--- src/rtl/binary_qkv_engine.sv ---
// binary_qkv_engine: binary-weight (+1/-1) Q/K/V projection engine.
// Streams IN_DIM signed activations in, accumulates 3*OUT_DIM dot products
// against a per-block weight store, then drains one column per handshake.
// Optional build macro QKV_SATURATE_EN: when defined, outputs saturate to the
// DATA_W range; when undefined, outputs wrap (low DATA_W bits).
module binary_qkv_engine #(
  parameter  int DATA_W   = 16,
  parameter  int IN_DIM   = 30,
  parameter  int OUT_DIM  = 8,
  parameter  int N_BLOCKS = 4,
  parameter  int BLK_W    = 2,
  localparam int ACC_W    = DATA_W + $clog2(IN_DIM),
  localparam int IDX_W    = $clog2(OUT_DIM),
  localparam int ROW_W    = 3*OUT_DIM,
  localparam int AW       = $clog2(N_BLOCKS*IN_DIM)
) (
  input  logic                     clk,
  input  logic                     rst_n,
  input  logic [BLK_W-1:0]         block_sel,
  input  logic signed [DATA_W-1:0] data_in,
  input  logic                     data_in_valid,
  output logic                     data_in_ready,
  input  logic                     w_wr_en,
  input  logic [AW-1:0]            w_wr_addr,
  input  logic [ROW_W-1:0]         w_wr_data,
  output logic signed [DATA_W-1:0] q_out,
  output logic signed [DATA_W-1:0] k_out,
  output logic signed [DATA_W-1:0] v_out,
  output logic [IDX_W-1:0]         out_idx,
  output logic                     out_valid,
  output logic                     out_last,
  input  logic                     out_ready,
  output logic                     busy
);

  localparam int DEPTH = N_BLOCKS*IN_DIM;
  localparam int CNT_W = $clog2(IN_DIM+1);

  typedef enum logic [1:0] {S_IDLE, S_ACCUM, S_DRAIN} state_t;

  state_t                   state;
  logic                     ready_r;
  logic                     valid_r;
  logic                     busy_r;
  logic [BLK_W-1:0]         blk_r;
  logic [CNT_W-1:0]         elem_cnt;
  logic [IDX_W-1:0]         idx_r;

  logic [ROW_W-1:0]         wmem [DEPTH];

  logic signed [ACC_W-1:0]  acc_q [OUT_DIM];
  logic signed [ACC_W-1:0]  acc_k [OUT_DIM];
  logic signed [ACC_W-1:0]  acc_v [OUT_DIM];

  logic                     accept;
  logic                     drain_hs;
  logic                     last_hs;
  logic [BLK_W-1:0]         blk_in;
  logic [BLK_W-1:0]         rd_blk;
  logic [CNT_W-1:0]         rd_elem;
  logic [AW-1:0]            rd_addr;
  logic [ROW_W-1:0]         rd_row;
  logic signed [ACC_W-1:0]  act_ext;
  logic signed [ACC_W-1:0]  act_neg;

  // Reduce an accumulator to the output width (clamp or wrap by build option).
  function automatic logic signed [DATA_W-1:0] reduce_acc(input logic signed [ACC_W-1:0] a);
`ifdef QKV_SATURATE_EN
    // In range when every bit above the output sign bit matches it.
    if ((&a[ACC_W-1:DATA_W-1]) || !(|a[ACC_W-1:DATA_W-1]))
      return a[DATA_W-1:0];
    else if (a[ACC_W-1])
      return {1'b1, {(DATA_W-1){1'b0}}};
    else
      return {1'b0, {(DATA_W-1){1'b1}}};
`else
    return a[DATA_W-1:0];
`endif
  endfunction

  // Handshake decode and weight-row addressing; the first element of a vector
  // reads with the live block_sel because blk_r is only loaded on that accept.
  always_comb begin
    accept   = data_in_valid & ready_r;
    drain_hs = valid_r & out_ready;
    last_hs  = drain_hs & (idx_r == IDX_W'(OUT_DIM-1));
    blk_in   = (int'(block_sel) >= N_BLOCKS) ? '0 : block_sel;
    rd_blk   = (state == S_IDLE) ? blk_in : blk_r;
    rd_elem  = (state == S_IDLE) ? '0 : elem_cnt;
    rd_addr  = AW'(int'(rd_blk) * IN_DIM + int'(rd_elem));
    rd_row   = wmem[rd_addr];
    act_ext  = ACC_W'(data_in);
    act_neg  = -act_ext;
  end

  // Weight store: not reset, writable only while idle, out-of-range writes dropped.
  always_ff @(posedge clk) begin
    if (w_wr_en && (state == S_IDLE) && (int'(w_wr_addr) < DEPTH))
      wmem[w_wr_addr] <= w_wr_data;
  end

  // Control FSM: vector accept, element counting, column drain.
  always_ff @(posedge clk or negedge rst_n) begin
    if (!rst_n) begin
      state    <= S_IDLE;
      ready_r  <= 1'b1;
      valid_r  <= 1'b0;
      busy_r   <= 1'b0;
      blk_r    <= '0;
      elem_cnt <= '0;
      idx_r    <= '0;
    end else begin
      case (state)
        S_IDLE: begin
          if (accept) begin
            blk_r    <= blk_in;
            elem_cnt <= CNT_W'(1);
            busy_r   <= 1'b1;
            if (IN_DIM == 1) begin
              state   <= S_DRAIN;
              ready_r <= 1'b0;
              valid_r <= 1'b1;
            end else begin
              state   <= S_ACCUM;
            end
          end
        end
        S_ACCUM: begin
          if (accept) begin
            elem_cnt <= elem_cnt + CNT_W'(1);
            if (elem_cnt == CNT_W'(IN_DIM-1)) begin
              state   <= S_DRAIN;
              ready_r <= 1'b0;
              valid_r <= 1'b1;
            end
          end
        end
        S_DRAIN: begin
          if (last_hs) begin
            state    <= S_IDLE;
            ready_r  <= 1'b1;
            valid_r  <= 1'b0;
            busy_r   <= 1'b0;
            elem_cnt <= '0;
            idx_r    <= '0;
          end else if (drain_hs) begin
            idx_r    <= idx_r + IDX_W'(1);
          end
        end
        default: begin
          state   <= S_IDLE;
          ready_r <= 1'b1;
          valid_r <= 1'b0;
          busy_r  <= 1'b0;
        end
      endcase
    end
  end

  // Accumulators: add or subtract the activation per weight bit; cleared on the final drain.
  always_ff @(posedge clk or negedge rst_n) begin
    if (!rst_n) begin
      for (int j = 0; j < OUT_DIM; j++) begin
        acc_q[j] <= '0;
        acc_k[j] <= '0;
        acc_v[j] <= '0;
      end
    end else if (last_hs) begin
      for (int j = 0; j < OUT_DIM; j++) begin
        acc_q[j] <= '0;
        acc_k[j] <= '0;
        acc_v[j] <= '0;
      end
    end else if (accept) begin
      for (int j = 0; j < OUT_DIM; j++) begin
        acc_q[j] <= acc_q[j] + (rd_row[j]           ? act_ext : act_neg);
        acc_k[j] <= acc_k[j] + (rd_row[OUT_DIM+j]   ? act_ext : act_neg);
        acc_v[j] <= acc_v[j] + (rd_row[2*OUT_DIM+j] ? act_ext : act_neg);
      end
    end
  end

  // Output column mux; zero outside the drain phase.
  always_comb begin
    q_out         = valid_r ? reduce_acc(acc_q[idx_r]) : '0;
    k_out         = valid_r ? reduce_acc(acc_k[idx_r]) : '0;
    v_out         = valid_r ? reduce_acc(acc_v[idx_r]) : '0;
    out_idx       = idx_r;
    out_valid     = valid_r;
    out_last      = valid_r & (idx_r == IDX_W'(OUT_DIM-1));
    data_in_ready = ready_r;
    busy          = busy_r;
  end

endmodule

--- config.mk ---
export PLATFORM = sky130hd
export DESIGN_NAME = binary_qkv_engine
export DESIGN_NICKNAME = d
export VERILOG_FILES = /design/src/rtl/binary_qkv_engine.sv
export SDC_FILE = /design/constraint.sdc
export NUM_CORES = 2
export LEC_CHECK = 0
export ABC_CLOCK_PERIOD_IN_PS = 9800
export BUFFER_PORTS_ARGS = -buffer_cell sky130_fd_sc_hd__buf_2
export CAP_MARGIN = 10
export CORE_MARGIN = 1.5
export CORE_UTILIZATION = 47
export CTS_CLUSTER_DIAMETER = 120
export CTS_CLUSTER_SIZE = 16
export DETAILED_ROUTE_END_ITERATION = 12
export PLACE_DENSITY = 0.64
export SETUP_SLACK_MARGIN = 0.02
export SLEW_MARGIN = 20
export SYNTH_ARGS = -nofsm -noshare
export SYNTH_HDL_FRONTEND = slang
export SYNTH_SLANG_ARGS = --single-unit
--- constraint.sdc ---
create_clock -name clk -period 9.8 [get_ports clk]
set_clock_uncertainty 0.15 [all_clocks]
set_input_delay 1.47 -clock clk [delete_from_list [all_inputs] [get_ports clk]]
set_output_delay 1.47 -clock clk [all_outputs]
set_load 0.005 [all_outputs]
## After elaboration in Yosys (flattened, before gate mapping)

Memory sizes are Yosys's and may differ from the RTL's.
Index checks and enable logic that the tools add are counted.

- $add $sub $neg: 28
- Multiply operators: 1
- Magnitude comparators: 2
- Equality and inequality tests: 8
- Mux-type cells: 67
- Bitwise gates (word level): 7
- Reductions and logical operators: 12

Operators by type and width:

| cell | count |
|---|---|
| two-way mux 168 bit | 6 |
| adder 21 bit | 24 |
| two-way mux 21 bit | 24 |
| binary-select mux 21 bit (select 3 bit) | 3 |
| two-way mux 16 bit | 9 |
| negation 16 -> 21 bit | 1 |
| two-way mux 5 bit | 4 |
| case mux 5 bit (3 select lines) | 1 |
| AND reduction 4 bit | 3 |
| two-way mux 2 bit | 5 |
| two-way mux 1 bit | 9 |
| case mux 1 bit (3 select lines) | 3 |
| inequality test 2 bit (second input constant) | 4 |
| adder 7 x 5 -> 7 bit | 1 |
| < comparator 7 bit (second input constant) | 1 |
| multiplier 2 x 4 -> 6 bit (second input constant) | 1 |
| two-way mux 3 bit | 2 |
| case mux 2 bit (3 select lines) | 1 |
| adder 5 x 1 -> 5 bit (second input constant) | 1 |
| equality test 5 bit (second input constant) | 1 |
| bitwise AND 1 bit | 4 |
| greater-or-equal comparator 4 bit (second input constant) | 1 |
| NOT 3 -> 4 bit | 1 |
| AND reduction 2 bit | 2 |
| 10 further kinds | 13 |

- Register bits: 519
- Memory bits (writable): 2,880
- Input bits: 54
- Output and inout port bits: 55
- Logic and storage cells: 157
- Memories: 1

Memories:

| memory | words | bits a word | read ports | clocked after memory_dff | write ports | RTL line | text |
|---|---|---|---|---|---|---|---|
| wmem | 120 | 24 | 1 | 0 | 1 | 49 | `logic [ROW_W-1:0] wmem [DEPTH];` |

## Longest topological paths before layout

An unclocked memory read counts as a cell.

- Depth in word-level cells: 9
- Depth in mapped cells: 38
- Gate-level depth less buffers: 30

## Worst setup path after synthesis

OpenSTA, ideal clock, no wires.

- Path type: reg2reg
- Start point: register state[1]
- End point: register acc_v[162] (netlist name)
- Library setup time: 0.078 ns
- Arrival: 7.699 ns
- Path slack: 1.873 ns
- Cell stages (with the launch flop): 34
- Buffers on the path: 9
- Cells stage by stage: dfrtp_1 > inv_1 > ha_1 > clkbuf_1 > clkbuf_1 > clkbuf_1 > mux2_2 > ha_1 > fa_1 > buf_2 > inv_1 > buf_2 > buf_2 > clkbuf_1 > clkbuf_1 > a21oi_1 > a21oi_1 > nor3_1 > nor4_1 > buf_2 > nor2_1 > xor2_1 > ha_1 > a21oi_1 > nand2_1 > a31oi_1 > o21ai_0 > a31oi_1 > o31ai_1 > a31o_2 > nand2_1 > a211o_1 > a21o_1 > a21oi_1

- Longest elaborated chain between the ends: 9
- Elaborated cells between the ends (all ways): 10

RTL lines:

| element | RTL line | text |
|---|---|---|
| from (decl) | 41 | `state_t state;` |
| from (signal assigned) | 105 | `state <= S_IDLE;` |
| from (signal assigned) | 120 | `state <= S_DRAIN;` |
| from (signal assigned) | 124 | `state <= S_ACCUM;` |
| logical NOT 2 bit (*) | 88, 89 |  |
| two-way mux 2 bit | 88 | `rd_blk = (state == S_IDLE) ? blk_in : blk_r;` |
| multiplier 2 x 4 -> 6 bit | 90 | `rd_addr = AW'(int'(rd_blk) * IN_DIM + int'(rd_elem));` |
| adder 7 x 5 -> 7 bit (*) | 90 |  |
| memory read (120 x 24 bit) (*) | - |  |
| two-way mux 21 bit (*) | 178 | `acc_v[j] <= acc_v[j] + (rd_row[2*OUT_DIM+j] ? act_ext : act_neg);` |
| adder 21 bit (*) | 178 |  |
| two-way mux 168 bit (*) | 174 | `end else if (accept) begin` |
| two-way mux 168 bit (*) | 168 | `end else if (last_hs) begin` |
| to (signal, indexed assignment) | 178 |  |
| to (decl) | 53 | `logic signed [ACC_W-1:0] acc_v [OUT_DIM];` |

Mark *: on every way between the ends. The rest lies on a longest branch, timed or not. The select of a mux whose other input is x is not followed.
A chain may end at the register's enable or synchronous reset.

## Worst setup path after layout

- Start point: register state[1]
- End point: register acc_k[36] (netlist name)

- Longest elaborated chain between the ends: 9
- Elaborated cells between the ends (all ways): 10

RTL lines:

| element | RTL line | text |
|---|---|---|
| logical NOT 2 bit (*) | 88, 89 |  |
| two-way mux 2 bit | 88 |  |
| multiplier 2 x 4 -> 6 bit | 90 |  |
| adder 7 x 5 -> 7 bit (*) | 90 |  |
| memory read (120 x 24 bit) (*) | - |  |
| two-way mux 21 bit (*) | 177 | `acc_k[j] <= acc_k[j] + (rd_row[OUT_DIM+j] ? act_ext : act_neg);` |
| adder 21 bit (*) | 177 |  |
| two-way mux 168 bit (*) | 174 |  |
| two-way mux 168 bit (*) | 168 |  |
| to (signal, indexed assignment) | 177 |  |
| to (decl) | 52 | `logic signed [ACC_W-1:0] acc_k [OUT_DIM];` |

Marked as above.

==> results.toml <==
[routing]
viasPerCell = 6.30
finalWirelength_um = 483000
drt-initial-drc-count = 13500
antenna_left = 0
first_pass_iters = 8
num_vias = 101000
wl_per_cell_um = 30.0
drc = 0

[logic_synthesis]
synth-edff-count = 2880
yosysSeqAreaShare_pct = 63.7
synth.avg_cell_area_um2 = 13.1
ys_ff_latch = 3279
synth_cells = 11500
ys_async_sr_fraction_pct = 12.2
ys_types = 76
synth-main-ff-cell = "edfxtp_1"
yosysWarningCount = 0
synth_fp_nets = 12100
netlist_area_um2 = 151000

[clocking]
ctsHoldBuffers = 0
cts_setup_buffers = 0
cts_sinks = 3279
cts_tree = "done"
cts.repair.resized = 0
clock_latency_ps = 960
htree_num_levels = 4
clock-root-buffer = "clkbuf_16"
cts_made_buffers = 231
path_clk_slew_ps = 80
clockBufferDepth = 4

[setup_path]
cpMaxStageDelayCell = "fa_4"
crit_type = "flop to flop"
critPathMaxFanout = 16
worst-path-buf-inv = 8
cpPeakStageDelay_ps = 730
startpoint_type = "flop"
crit_family = "compound AO/OA/AOI/OAI gates"
worstPathArrival_ps = 10060
critPathMostFrequentCell = "buf_4"
critPathRequiredTime_ps = 10430
cp-end-kind = "flop"

[sta]
timing.fmax_mhz = 106
slew_viol_final = 0
setup_violations = 0
final.period_utilization_pct = 96.2
tightest_slew_ps = 1230
grt_setup_unrepaired = "false"
slew_headroom_pct = 17.4
fin_crit_ps = 9430
final_hold_viol_count = 0

[floorplanning]
core_area_um2 = 321000
fp.dieH_um = 570
die_area_um2 = 325000
ios = 109
row_count = 208
die_x_um = 570
start_util_pct = 47.2

[place]
port_buffers = 108
gp_congestion = 0.906
dpl.hpwl_um = 293000

[run]
drv_cap = 0

[finish]
fillers = 26600
post-route-util_pct = 51.8
drive_above_1_share_pct = 12.2
syn_to_final_growth_pct = 9.85
nNetsFinal = 12300

[global_route]
grt_max_degree = 197
gr-usage-all-layers_pct = 29.1
grt_pass1_wl_um = 692000
antenna_found_initial = 24
first_global_vias = 98000
grt_overflow = 0

[hold_path]
hold_path_class = "flop to flop"

[run_status]
status = "finished, final reports clean"
==> worst register-to-register path, delay by kind of cell, from the launching register on <==
kind	cells	cell delay [ps]
flops	1	410
fa+ha+maj	4	1590
simple gates	6	1520
compound gates	11	2780
xor+xnor	1	110
buf+inv	8	1880
mux	2	890
==> flip-flops by register name, indices dropped and copies added, names as in the netlist <==
register       count
data_in_ready      1
acc_v            128
busy               1
out_idx            3
wmem            2880
acc_q            128
acc_k            128
out_valid          1
elem_cnt           5
state              2
blk_r              2
==> per-layer routing <==
metal	part of all wire [%]	track usage, %	vias up
met3	10	5.31	1021
met4	4.7	12.0	18
met2	46	46.1	5789
met5	0.024	0	-
met1	39	39.7	51300
li1	-	-	43200
==> synthesized netlist by cell type, types with 25 or more instances <==
library cell	number	area, µm²
nand4_1	54	338
dfrtp_1	398	9960
a211oi_1	140	1050
mux2_2	30	338
edfxtp_1	2880	86500
a21oi_1	876	4380
xor2_1	367	3210
buf_1	83	312
a21o_1	105	788
a32oi_1	93	815
nand3_1	274	1370
buf_2	160	801
o22ai_1	181	1130
nor4_1	130	813
mux4_2	280	6310
nor3_1	120	601
o41ai_1	35	307
nor2_1	581	2180
buf_4	26	195
ha_1	471	5890
mux2i_1	532	5330
o211ai_1	26	195
clkbuf_1	437	1640
nand2_1	1877	7050
nand2b_1	45	282
xnor2_1	246	2150
nor2b_1	83	519
a31oi_1	66	413
and3b_1	123	1080
inv_1	116	435
o21ai_0	232	1160
and3_1	72	450
a211o_1	30	263
or3_1	61	382
fa_1	25	500
==> cells by family after synthesis <==
logic type | share of synthesized area [%]
simple gates | 10.3
flops | 63.7
compound gates | 8.03
mux | 7.91
buf+inv | 2.26
xor+xnor | 3.55
fa+ha+maj | 4.22
==> final timing paths <==
kind / endpoint / from / depth (start not counted) / slack [ps]
worst max-delay path: acc_k[36]$_DFFE_PN0P_ / state[1]$_DFFE_PN0P_ / 32 / 370
worst min-delay path: blk_r[0]$_DFFE_PN0P_ / blk_r[0]$_DFFE_PN0P_ / 1 / 370
worst max register to register: acc_k[36]$_DFFE_PN0P_ / state[1]$_DFFE_PN0P_ / 32 / 370
worst min register to register: blk_r[0]$_DFFE_PN0P_ / blk_r[0]$_DFFE_PN0P_ / 1 / 370
max in group asynchronous: out_idx[0]$_DFFE_PN0P_ / rst_n / 3 / 6660
min in group asynchronous: acc_k[6]$_DFFE_PN0P_ / rst_n / 1 / 480
==> layout make-up <==
cell class / instances / area [µm²] / share of cell area [%]
multi-input cells: 7414 / 52100 / 31.3
flip-flops and latches: 3279 / 96500 / 58.0
inverters: 116 / 442 / 0.266
well taps: 4305 / 5390 / 3.24
clock buffers: 284 / 6030 / 3.63
diodes: 8 / 20.0 / 0.0120
repair buffers: 676 / 5660 / 3.41
clock inverters: 7 / 109 / 0.0655
==> placed cells by master, fill, tap and decap left out, types with 66 or more instances in the layout <==
master / instances
inv_1: 114
nor2b_1: 82
nor2_1: 455
nand2_1: 1874
xor2_1: 366
mux2i_1: 532
nor2_2: 120
clkbuf_16: 233
mux4_2: 280
and3b_1: 123
a21oi_1: 875
a32oi_1: 93
xnor2_1: 243
a211oi_1: 140
o22ai_1: 179
dfrtp_1: 393
edfxtp_1: 2880
and3_1: 71
a31oi_1: 66
ha_1: 468
o21ai_0: 232
buf_2: 83
nor3_1: 112
a21o_1: 105
buf_4: 529
nand3_1: 272
nor4_1: 124
==> metrics by stage <==
stage	instance area [µm²]	cells	setup TNS [ps]	setup WS [ps]	hold WS (ps)
floorplan	151000	11500	0	1870	325
global placement	160000	15800	-310	-106	347
detailed placement	160000	15800	-283	-186	350
CTS	166000	16100	0	444	365
global route	166000	16100	0	151	380
finish	166000	16100	0	368	371
Power is left out: the tool's default activity adds up to more than one toggle a clock period on the data nets, which glitch-free logic cannot reach.
